===== config.mk =====
export PLATFORM = sky130hd
export DESIGN_NAME = fetch_unit
export DESIGN_NICKNAME = d
export VERILOG_FILES = /design/src/rtl/fetch_unit_pkg.sv /design/src/rtl/fetch_pc_reg.sv /design/src/rtl/fetch_unit.sv
export SDC_FILE = /design/constraint.sdc
export NUM_CORES = 1
export LEC_CHECK = 0
export ABC_AREA = 0
export BUFFER_PORTS_ARGS = -buffer_cell sky130_fd_sc_hd__buf_4
export CORE_UTILIZATION = 50
export CTS_BUF_LIST = sky130_fd_sc_hd__clkbuf_8
export DETAILED_ROUTE_END_ITERATION = 7
export GPL_TIMING_DRIVEN = 0
export PLACE_DENSITY_LB_ADDON = 0.12
export REMOVE_ABC_BUFFERS = 1
export SLEW_MARGIN = 20
export SYNTH_ARGS = -nofsm -noshare
export SYNTH_HDL_FRONTEND = slang
export SYNTH_SLANG_ARGS = --single-unit

===== constraint.sdc =====
create_clock -name clk -period 5.45 [get_ports clk]
set_clock_uncertainty 0.1 [all_clocks]
set_input_delay 0 -clock clk [delete_from_list [all_inputs] [get_ports clk]]
set_output_delay 0 -clock clk [all_outputs]
set_load 0.01 [all_outputs]

===== src/rtl/fetch_unit_pkg.sv =====
// Shared types and constants for the instruction fetch stage.
package fetch_unit_pkg;

  typedef enum logic [1:0] {
    ST_BOOT = 2'd0,
    ST_RUN  = 2'd1,
    ST_HALT = 2'd2
  } fetch_state_t;

  localparam logic [31:0] RESET_PC_DEFAULT   = 32'h0040_0000;
  localparam logic [31:0] INSTR_NOP          = 32'h0000_0000;
  localparam logic [31:0] INSTR_EXIT_SYSCALL = 32'h0000_000C;

  function automatic logic [31:0] align_word(input logic [31:0] addr);
    return {addr[31:2], 2'b00};
  endfunction

endpackage


===== src/rtl/fetch_pc_reg.sv =====
// Program counter with +4 incrementer and word-aligned redirect.
// addr_err is combinational and flags a misaligned redirect in the cycle it is taken.
module fetch_pc_reg
  import fetch_unit_pkg::*;
#(
  parameter logic [31:0] RESET_PC = RESET_PC_DEFAULT
) (
  input  logic        clk,
  input  logic        rst,
  input  logic        advance,
  input  logic        redirect,
  input  logic [31:0] redirect_pc,
  output logic [31:0] pc,
  output logic [31:0] pc_plus4,
  output logic        addr_err
);

  logic [31:0] pc_reg;
  logic [31:0] pc_next;

  // Wraps naturally from 32'hFFFF_FFFC to 0.
  assign pc_plus4 = pc_reg + 32'd4;
  assign addr_err = redirect && (redirect_pc[1:0] != 2'b00);
  assign pc       = pc_reg;

  always_comb begin
    pc_next = pc_reg;
    if (redirect) begin
      pc_next = align_word(redirect_pc);
    end else if (advance) begin
      pc_next = pc_plus4;
    end
  end

  always_ff @(posedge clk or posedge rst) begin
    if (rst) begin
      pc_reg <= RESET_PC;
    end else begin
      pc_reg <= pc_next;
    end
  end

endmodule


===== src/rtl/fetch_unit.sv =====
// Instruction fetch stage: BOOT/RUN/HALT control and the IF/ID pipeline register.
// Build option: define FETCH_DELAY_SLOT_EN to keep the delay-slot instruction on a redirect.
module fetch_unit
  import fetch_unit_pkg::*;
#(
  parameter logic [31:0] RESET_PC = RESET_PC_DEFAULT
) (
  input  logic        clk,
  input  logic        rst,
  input  logic        stall,
  input  logic        flush,
  input  logic        redirect_valid,
  input  logic [31:0] redirect_pc,
  input  logic        halt_req,
  input  logic [31:0] imem_instr,
  output logic [31:0] imem_addr,
  output logic        ifid_valid,
  output logic [31:0] ifid_instr,
  output logic [31:0] ifid_pc,
  output logic [31:0] ifid_pc_plus4,
  output logic        halted,
  output logic        addr_err
);

  fetch_state_t state_reg, state_next;
  logic [31:0]  pc;
  logic [31:0]  pc_plus4;
  logic         pc_advance;
  logic         pc_redirect;
  logic         ifid_load;
  logic         ifid_kill;
  logic         ifid_valid_reg;
  logic [31:0]  ifid_instr_reg;
  logic [31:0]  ifid_pc_reg;
  logic [31:0]  ifid_pc_plus4_reg;

  fetch_pc_reg #(
    .RESET_PC (RESET_PC)
  ) u_pc (
    .clk         (clk),
    .rst         (rst),
    .advance     (pc_advance),
    .redirect    (pc_redirect),
    .redirect_pc (redirect_pc),
    .pc          (pc),
    .pc_plus4    (pc_plus4),
    .addr_err    (addr_err)
  );

  always_comb begin
    state_next  = state_reg;
    pc_advance  = 1'b0;
    pc_redirect = 1'b0;
    ifid_load   = 1'b0;
    ifid_kill   = 1'b0;
    case (state_reg)
      // The boot cycle is a plain fetch of RESET_PC; control inputs are not yet honoured.
      ST_BOOT: begin
        state_next = ST_RUN;
        pc_advance = 1'b1;
        ifid_load  = 1'b1;
      end
      ST_RUN: begin
        if (halt_req) begin
          state_next = ST_HALT;
          ifid_kill  = 1'b1;
        end else if (redirect_valid) begin
          pc_redirect = 1'b1;
`ifdef FETCH_DELAY_SLOT_EN
          ifid_load   = !flush;
          ifid_kill   = flush;
`else
          ifid_kill   = 1'b1;
`endif
        end else if (flush) begin
          ifid_kill  = 1'b1;
          pc_advance = !stall;
        end else if (!stall) begin
          pc_advance = 1'b1;
          ifid_load  = 1'b1;
        end
      end
      ST_HALT: begin
        ifid_kill = 1'b1;
      end
      default: begin
        state_next = ST_BOOT;
      end
    endcase
  end

  always_ff @(posedge clk or posedge rst) begin
    if (rst) begin
      state_reg <= ST_BOOT;
    end else begin
      state_reg <= state_next;
    end
  end

  // Payload fields hold while invalid; only the valid bit is cleared on a kill.
  always_ff @(posedge clk or posedge rst) begin
    if (rst) begin
      ifid_valid_reg    <= 1'b0;
      ifid_instr_reg    <= INSTR_NOP;
      ifid_pc_reg       <= 32'h0;
      ifid_pc_plus4_reg <= 32'h0;
    end else if (ifid_load) begin
      ifid_valid_reg    <= 1'b1;
      ifid_instr_reg    <= imem_instr;
      ifid_pc_reg       <= pc;
      ifid_pc_plus4_reg <= pc_plus4;
    end else if (ifid_kill) begin
      ifid_valid_reg    <= 1'b0;
    end
  end

  assign imem_addr     = pc;
  assign ifid_valid    = ifid_valid_reg;
  assign ifid_instr    = ifid_instr_reg;
  assign ifid_pc       = ifid_pc_reg;
  assign ifid_pc_plus4 = ifid_pc_plus4_reg;
  assign halted        = (state_reg == ST_HALT);

endmodule

# Word level (Yosys, flattened, before mapping)
# Index checks and enable logic that the tools add are counted.
# Widths: inputs -> output; s select.
# totals
ff_bits,131
inputBits,70
# op_classes
addsub,1
eq_ne,3
mux,22
bitwise,1
reduce_logical,7
# ops
operator,n
$mux 32,2
$add 32x3->32 const B,1
$mux 1,15
$pmux 1 s2,3
$pmux 2 s3,1
$reduce_bool 2->1,3
$eq 2x1->1 const B,1
$eq 2x2->1 const B,1
$logic_not 2->1,1
$mux 2,1
$ne 2x2->1 const B,1
$reduce_and 2->1,1
$logic_and 1x1->1,1
$logic_not 1->1,1
$not 1->1,1

# Depth between registers and ports, before layout
# Gate-level depths: netlist of run 1.
# logic_depth
depth_word,7
mapped_depth,9

# Cells and area by module
# From an unflattened synthesis of run 1, not the netlist that was laid out.
# unflattened
hier_cells,513
area_unflattened_um2,6108.4
# modules_own_cells
module,instances,cells_each,area_each_um2
fetch_unit,1,224,3808.7
fetch_pc_reg,1,289,2299.7

# Worst setup path before layout of run 1
# OpenSTA, ideal clock, no wires.
# synth_timing
path_kind,reg-to-reg
startpoint,reg state_reg[1]
endpoint,"reg u_pc.pc_reg[12], in the netlist u_pc.pc[12]"
setup_ns,0.126
arrival_time_ns,1.884
required_ns,5.224
setup_slack_ns,3.340
path_stages_with_launch,9
synth_period_minus_slack_ns,2.110
path_cell_list,dfrtp_1 -> inv_1 -> ha_1 -> nor2b_1 -> nand2_1 -> nand2_1 -> clkbuf_1 -> nor3_1 -> a221o_1
# synth_between
elab_chain_len,3
elab_cells_between_ends,6
cone_classes,eq/ne: 1; mux: 3; reduce/logical: 2
# synth_lines
item,line,source
start: declaration,fetch_unit.sv:25,"fetch_state_t state_reg, state_next;"
start signal: assignment,fetch_unit.sv:96,state_reg <= state_next;
$eq 2x1->1 or $logic_not 2->1 (tied branches),fetch_unit.sv:56,case (state_reg)
$pmux 1 s2 or $mux 1 (tied branches),fetch_unit.sv:56,
$reduce_bool 2->1 (no line) or $mux 32 (tied branches),n/a,
end signal: assignment,fetch_pc_reg.sv:39,pc_reg <= pc_next;
end: declaration,fetch_pc_reg.sv:18,logic [31:0] pc_reg;
# Parallel ways exist; a longest one is shown, timed or not.
# A chain may end at the register's enable or synchronous reset.

# Worst setup path after layout of run 1
# layout_timing
startpoint,reg state_reg[1]
endpoint,"reg u_pc.pc_reg[28], in the netlist u_pc.pc[28]"
# Same word-level chain as after synthesis.

==> results of run 1 <==
-- worst max-delay path: cells and delay by family (launching register included) --
kind,cells,cell delay (ps)
buf+inv,1,120
fa+ha+maj,1,300
flops,1,380
simple gates,4,1710
compound gates,1,550
-- cells in the final DEF (no fill, tap or decap), types with 2 or more instances in the layout --
cell type,synthesis,final
inv_1,10,13
nand3_1,13,13
clkbuf_8,0,17
bufinv_16,0,2
buf_8,0,2
nor2b_1,2,2
o21ai_1,5,5
a221o_1,3,3
o31ai_1,2,2
or4_1,5,5
xnor2_1,10,10
xor2_1,17,17
o22ai_1,7,7
nand2_1,241,240
a22o_1,3,3
a22oi_1,3,3
nor3_1,6,6
buf_16,0,5
o31a_1,5,5
and3_1,5,5
nand2b_1,3,3
nor2_1,18,18
ha_1,5,5
a21o_1,3,3
buf_4,6,194
clkinvlp_4,0,2
dlygate4sd3_1,0,65
o211ai_1,3,3
dfrtp_1,124,124
conb_1,1,6
and4_1,4,4
a31oi_1,5,4
nand2_2,1,2
clkinv_4,0,3
or3_1,4,4
nand4_1,11,11
clkinv_2,0,4
a21oi_1,25,24
o21ai_0,43,43
-- report_power, final --
group | internal, mW | leakage (nW) | switching (mW)
Clock | 0.397 | 0.200 | 0.361
Combinational | 0.0643 | 2.44 | 0.0394
Sequential | 0.927 | 1.71 | 0
Total | 1.39 | 4.35 | 0.400
-- worst max path at each step --
stage / start / to / cells past startpoint
floorplan: state_reg[0] / ifid_pc_plus4[10] / 4
global placement: state_reg[0] / ifid_pc_plus4[24] / 4
detailed placement: state_reg[1] / u_pc.pc[28] / 7
CTS: state_reg[1] / u_pc.pc[28] / 7
global route: state_reg[1] / u_pc.pc[28] / 7
finish: state_reg[1] / u_pc.pc[28] / 7
-- through the flow --
stage                     worst slack, ps  power [mW]  TNS [ps]  util, %  hold slack (ps)
after floorplan                    -341.0      0.9619     -9156        -            12.61
after global placement              -2763       1.006   -207140    65.17            98.47
after detailed placement             2223       1.010         0    67.07           -38.21
after CTS                            2201       1.806         0    76.33           0.1381
after global routing                 1981       1.852         0    76.34            35.60
final                                2202       1.789         0    76.34            31.22
-- cell families (layout without fill, tap and decap cells) --
family	count (synthesis)	after routing	share of synthesized area [%]
AND/OR/NAND/NOR	320	320	23.92
flip-flops	125	125	54.48
AO/OA/AOI/OAI	114	114	11.91
buffers and inverters	56	308	4.247
XOR/XNOR	27	27	4.117
adder cells (fa/ha/maj)	5	5	1.089
other	1	6	0.06528
multiplexers	1	1	0.1743
-- Yosys cell counts, types with 2 or more instances --
library cell	n	area, um^2
nand2_1	241	904.6
dfrtp_1	124	3103
o21ai_0	43	215.2
clkbuf_1	27	101.4
a21oi_1	25	125.1
nor2_1	18	67.56
xor2_1	17	148.9
nand3_1	13	65.06
nand4_1	11	68.82
inv_1	10	37.54
xnor2_1	10	87.58
buf_2	9	45.04
o22ai_1	7	43.79
buf_4	6	45.04
nor3_1	6	30.03
a31oi_1	5	31.28
and3_1	5	31.28
ha_1	5	62.56
o21ai_1	5	25.02
o31a_1	5	43.79
or4_1	5	37.54
and4_1	4	35.03
buf_1	4	15.01
or3_1	4	25.02
a21o_1	3	22.52
a221o_1	3	30.03
a22o_1	3	26.28
a22oi_1	3	22.52
nand2b_1	3	18.77
o211ai_1	3	22.52
a31o_2	2	17.52
nor2b_1	2	12.51
o31ai_1	2	15.01
-- final cells by class --
| type | count | area [um^2] |
|---|---|---|
| clock buffer | 17 | 234.0 |
| inverter | 10 | 42.54 |
| tap | 140 | 175.2 |
| multi-input combinational | 473 | 2429 |
| clock inverter | 15 | 136.4 |
| sequential | 125 | 3129 |
| fill | 752 | 2610 |
| timing repair buffer | 266 | 2275 |
-- routing by layer --
layer,vias to the layer above,wire length [um]
li1,2646,-
met1,2579,6773
met2,226,8099
met3,19,1152
met4,0,199
met5,-,0
==> summary.txt, run 1 <==
Critical path
  – Slowest stage delay, CP: 620 ps
  – Critical path, cell by cell: inv_1 > ha_1 > nor2b_1 > a21o_1 > nand2_1 > or4_1 > nand4_1
  – Critical Path End Type: flop
  – R2r endpoint: u_pc.pc[28]
  – Critical Path Fanout Max: 18
  – Required @ worst endpoint: 5710 ps
  – Crit Path Class: reg -> reg
  – Worst Path Arrival: approximately 3500 ps
  – FF-to-FF Start: state_reg[1]
  – R2R cell count: 7
  – R2R setup slack: about 2200 ps
  – Critical-path top delay cell: or4_1
  – Critical Path Source Type: flop

Synthesis
  – Seq/Total Area, Yosys: a little over half
  – Register bit total from synthesis: 125
  – Post-Synthesis Cell Area: 0.005744 mm^2
  – Syn_area_per_cell: 8.851 um^2
  – Count of cell types in the netlist: between 40 and 50
  – EDFF count, synth: 0
  – Cells after Synth: between 600 and 700
  – Post-synth ARST share: 100.0%
  – Predominant post-synthesis flop cell: dfrtp_1
  – Yosys warnings: 0

Routing
  – Total number of vias: 5470
  – Final antenna-violating net count: 0
  – DR iter-0 viols: 483
  – Via/cell ratio: 5.229
  – Detailed Routing Iterations Pass 1: 6
  – Wirelength per Cell: 15.51 um
  – Total wire length: approximately 16000 um
  – Residual DRC count: 0

GRT
  – Global route hottest layer: met2
  – Global route total overflow: 0
  – First-pass GRT wire length: around 25000 um
  – Met3 usage in global routing: under 10%
  – Aggregate global-route resource usage: about 28%
  – Routing usage on met1: 33.79%
  – Initial antenna violation count: 0
  – GR Util met2: roughly half
  – Vias in the first global route: a little over 5000
  – Largest net degree at the start of global routing: 79

Run status
  – Status: completed

Final layout
  – Final instance area: 0.008421 mm^2
  – Final net count: between 900 and 1000
  – Max FFs per register: 32
  – Ant diodes: 0
  – Final cell count without fillers: 1046
  – Share of layout cells above drive strength 1: 26.60%
  – Synth-to-layout area growth: 46.59%

Clock tree
  – Clk sink count: 125
  – Setup bufs post-CTS: 0
  – Clk Latency, worst-skew pair: 430 ps
  – CTS tree: done
  – CTS root buf: clkbuf_8
  – H-tree levels: 4
  – Clock Pin Slew Worst Setup and Hold Paths: about 70 ps
  – Hold Buf Count CTS: 65
  – Clock buffer depth: 2
  – CTS Buf Count: 17
  – PostCTS Resize Cnt: 0

Floorplan
  – I/O pin cnt: 201
  – Starting Density: 52.08%
  – Die area: 0.01192 mm^2
  – Chip height: 109.2 um
  – Row Count: 38
  – Chip width: 109.2 um
  – CORE AREA: roughly 0.011 mm^2

Placement
  – Placed cells: ~950
  – Placed instance area: 0.007398 mm^2
  – IO Port Bufs: roughly 190
  – GPL Wtd Cong: 0.7537
  – Post-DP HPWL: 10370 um

Timing
  – Final Hold Vio Count: 0
  – Post-route minimum period: 3248 ps
  – Slew @ Worst Pin: 978.3 ps
  – Slew HR: 34.54%
  – Max Slew Vio Count: 0
  – Fmax achieved: 307.9 MHz
  – Final setup violation count: 0
  – Period Utilization, post-route: 59.60%
  – RSZ-0062 raised after global routing: false

Power and ir drop
  – LEAKAGE: 4.349 nW
  – Worst vdd ir: about 0.13 mV
  – Power Density: 212.5 mW/mm^2

Min path
  – Worst min path class: in -> reg
  – Hold path startpoint: redirect_valid
  – Endpoint, Worst Hold: ifid_valid
  – Hold path cells: 6

Flow run
  – Max Cap Violations: 0
Note: power is estimated with default switching activity, not from simulation.
==> inputs of run 2 (changes only) <==
--- a/config.mk
+++ b/config.mk
@@ -7,7 +7,7 @@
 export LEC_CHECK = 0
 export ABC_AREA = 0
 export BUFFER_PORTS_ARGS = -buffer_cell sky130_fd_sc_hd__buf_4
-export CORE_UTILIZATION = 50
+export CORE_UTILIZATION = 47
 export CTS_BUF_LIST = sky130_fd_sc_hd__clkbuf_8
 export DETAILED_ROUTE_END_ITERATION = 7
 export GPL_TIMING_DRIVEN = 0
==> constraint.sdc (replaced) <==
create_clock -name clk -period 2.65 [get_ports clk]
set_clock_uncertainty 0.1 [all_clocks]
set_input_delay 0 -clock clk [delete_from_list [all_inputs] [get_ports clk]]
set_output_delay 0 -clock clk [all_outputs]
set_load 0.01 [all_outputs]
==> run 2 against run 1 <==
  * Count of clock-buffer cells in the layout grew 5
  * Flip-flop and latch count did not move
  * Power grew 110%
  * Global-route usage is 1.9 points lower
  * Critical endpoint is now u_pc.pc[31]
  * Die area increased by 6.3%
  * Largest power group unchanged
  * Clock power up 100%
  * Sequential share of layout area is 0.29 points lower
  * Worst hold slack gained 44 ps
==> summary.txt, run 2 (synthesis gave the netlist of run 1 again) <==
Run status
  – Status: completed

Routing
  – Via/cell ratio: slightly above 5
  – DR iter-0 viols: 308
  – Total wire length: ~16000 um
  – Detailed Routing Iterations Pass 1: 4
  – Residual DRC count: 0
  – Wirelength per Cell: 15.03 um
  – Total number of vias: 5467
  – Final antenna-violating net count: 0

Power and ir drop
  – Worst vdd ir: approximately 0.29 mV
  – LEAKAGE: 4.376 nW
  – Power Density: 432.7 mW/mm^2

Floorplan
  – Starting Density: 48.02%
  – CORE AREA: 0.01196 mm^2
  – Die area: 0.01267 mm^2
  – Chip width: about 110 um
  – Chip height: 112.6 um
  – Row Count: 40
  – I/O pin cnt: 201

Final layout
  – Synth-to-layout area growth: 47.75%
  – Final net count: 970
  – Ant diodes: 0
  – Share of layout cells above drive strength 1: 27.09%
  – Layout Utilization: 70.95%
  – Max FFs per register: 32
  – Most common cell after layout, fill and taps aside: nand2_1
  – Fillers: 909
  – Most frequent cells in the layout: nand2_1, buf_4, dfrtp_1
  – Final cell count without fillers: 1055

GRT
  – Initial antenna violation count: 0
  – Aggregate global-route resource usage: 25.76%
  – Largest net degree at the start of global routing: 80
  – Global route total overflow: 0
  – First-pass GRT wire length: 25790 um
  – Vias in the first global route: approximately 5300

Placement
  – IO Port Bufs: 194
  – Placed cells: 956
  – GPL Wtd Cong: around 0.76
  – Pre-CTS WS: -576.0 ps
  – Post-DP HPWL: 10070 um

Clock tree
  – Clk sink count: 125
  – CTS Buf Count: 17
  – CTS root buf: clkbuf_8
  – Clock Pin Slew Worst Setup and Hold Paths: 70 ps
  – Clock buffer depth: 2
  – H-tree levels: 4
  – Clk Latency, worst-skew pair: 420 ps
  – CTS tree: done
  – Setup bufs post-CTS: 0

Timing
  – Max Slew Vio Count: 0
  – Final Hold Vio Count: 0
  – Setup WS post-layout: 136.3 ps
  – Post-route minimum period: 2514 ps
  – RSZ-0062 raised after global routing: false
  – Final setup violation count: 0
  – Slew @ Worst Pin: slightly above 700 ps
  – Period Utilization, post-route: 94.86%
  – Fmax achieved: 397.8 MHz
  – Slew HR: between 50% and 60%

Critical path
  – Slowest stage delay, CP: 710 ps
  – Critical Path Fanout Max: 8
  – Worst Path Arrival: around 2700 ps
  – Critical Path Source Type: flop
  – Critical Path End Type: flop
  – Required @ worst endpoint: 2850 ps
  – Buffers & Inverters on Critical Path: 0
  – Crit path max-delay family: simple AND/OR/NAND/NOR gates
  – Crit Path Class: reg -> reg
  – Critical-path top delay cell: nor4_4
  – Critical path, cell by cell: nand4_2 > nor4_4 > nand4_1 > a21o_1 > a221o_1

Flow run
  – Max Cap Violations: 0

Min path
  – Worst min path class: in -> async
-- run 2: cell type report --
type | instances | area (um^2) | area share (%)
repair buffers | 268 | 2295 | 27.04
multi-input cells | 473 | 2461 | 29.00
well taps | 147 | 183.9 | 2.167
flip-flops and latches | 125 | 3129 | 36.87
inverters | 10 | 42.54 | 0.5013
clock buffers | 22 | 302.8 | 3.568
clock inverters | 10 | 72.57 | 0.8551
-- run 2: repair_timing --
action,CTS,global route
hold buffers,67,0
hold endpoints to repair,189,0
setup endpoints to repair,21,6
pin swaps,0,0
gates resized for setup,7,3
-- run 2: worst reg2reg max path, cell delays in order, from the launching register on --
cell	delay [ps]
dfrtp_1	520
nand4_2	260
nor4_4	710
nand4_1	290
a21o_1	240
a221o_1	280
-- run 2: report_power, final --
| group | internal [mW] | total [mW] | switching, mW |
|---|---|---|---|
| Clock | 0.847 | 1.55 | 0.703 |
| Combinational | 0.133 | 0.214 | 0.0811 |
| Sequential | 1.91 | 1.91 | 0 |
-- run 2: stage by stage --
stage	hold WS (ps)	cell area (um^2)	TNS (ps)	power [mW]
2_1_floorplan	12.61	5557	-357880	1.978
3_3_place_gp	96.76	7197	-767260	2.068
4_1_cts	51.11	8474	0	3.711
3_5_place_dp	-38.56	7407	-6865	2.078
5_1_grt	94.17	8487	0	3.813
6_report	74.99	8487	0	3.673
-- run 2: path summary, 6_finish.rpt --
kind	depth (start not counted)	to	startpoint	slack [ps]
setup / recovery	5	u_pc.pc[31]	u_pc.pc[10]	140
hold / removal	3	ifid_instr[7]	rst	70
setup reg to reg	5	u_pc.pc[31]	u_pc.pc[10]	140
hold reg to reg	2	ifid_pc[31]	ifid_pc[31]	370
max in group asynchronous	4	u_pc.pc[22]	rst	1610
min in group clk	4	u_pc.pc[11]	stall	90
-- run 2: layer usage --
| metal | up-vias | global-route usage, % | routed length (um) |
|---|---|---|---|
| li1 | 2653 | - | - |
| met1 | 2594 | 33.05 | 6836 |
| met2 | 198 | 43.62 | 7889 |
| met3 | 22 | 5.238 | 853 |
| met4 | 0 | 8.622 | 279 |
| met5 | - | 0 | 0 |
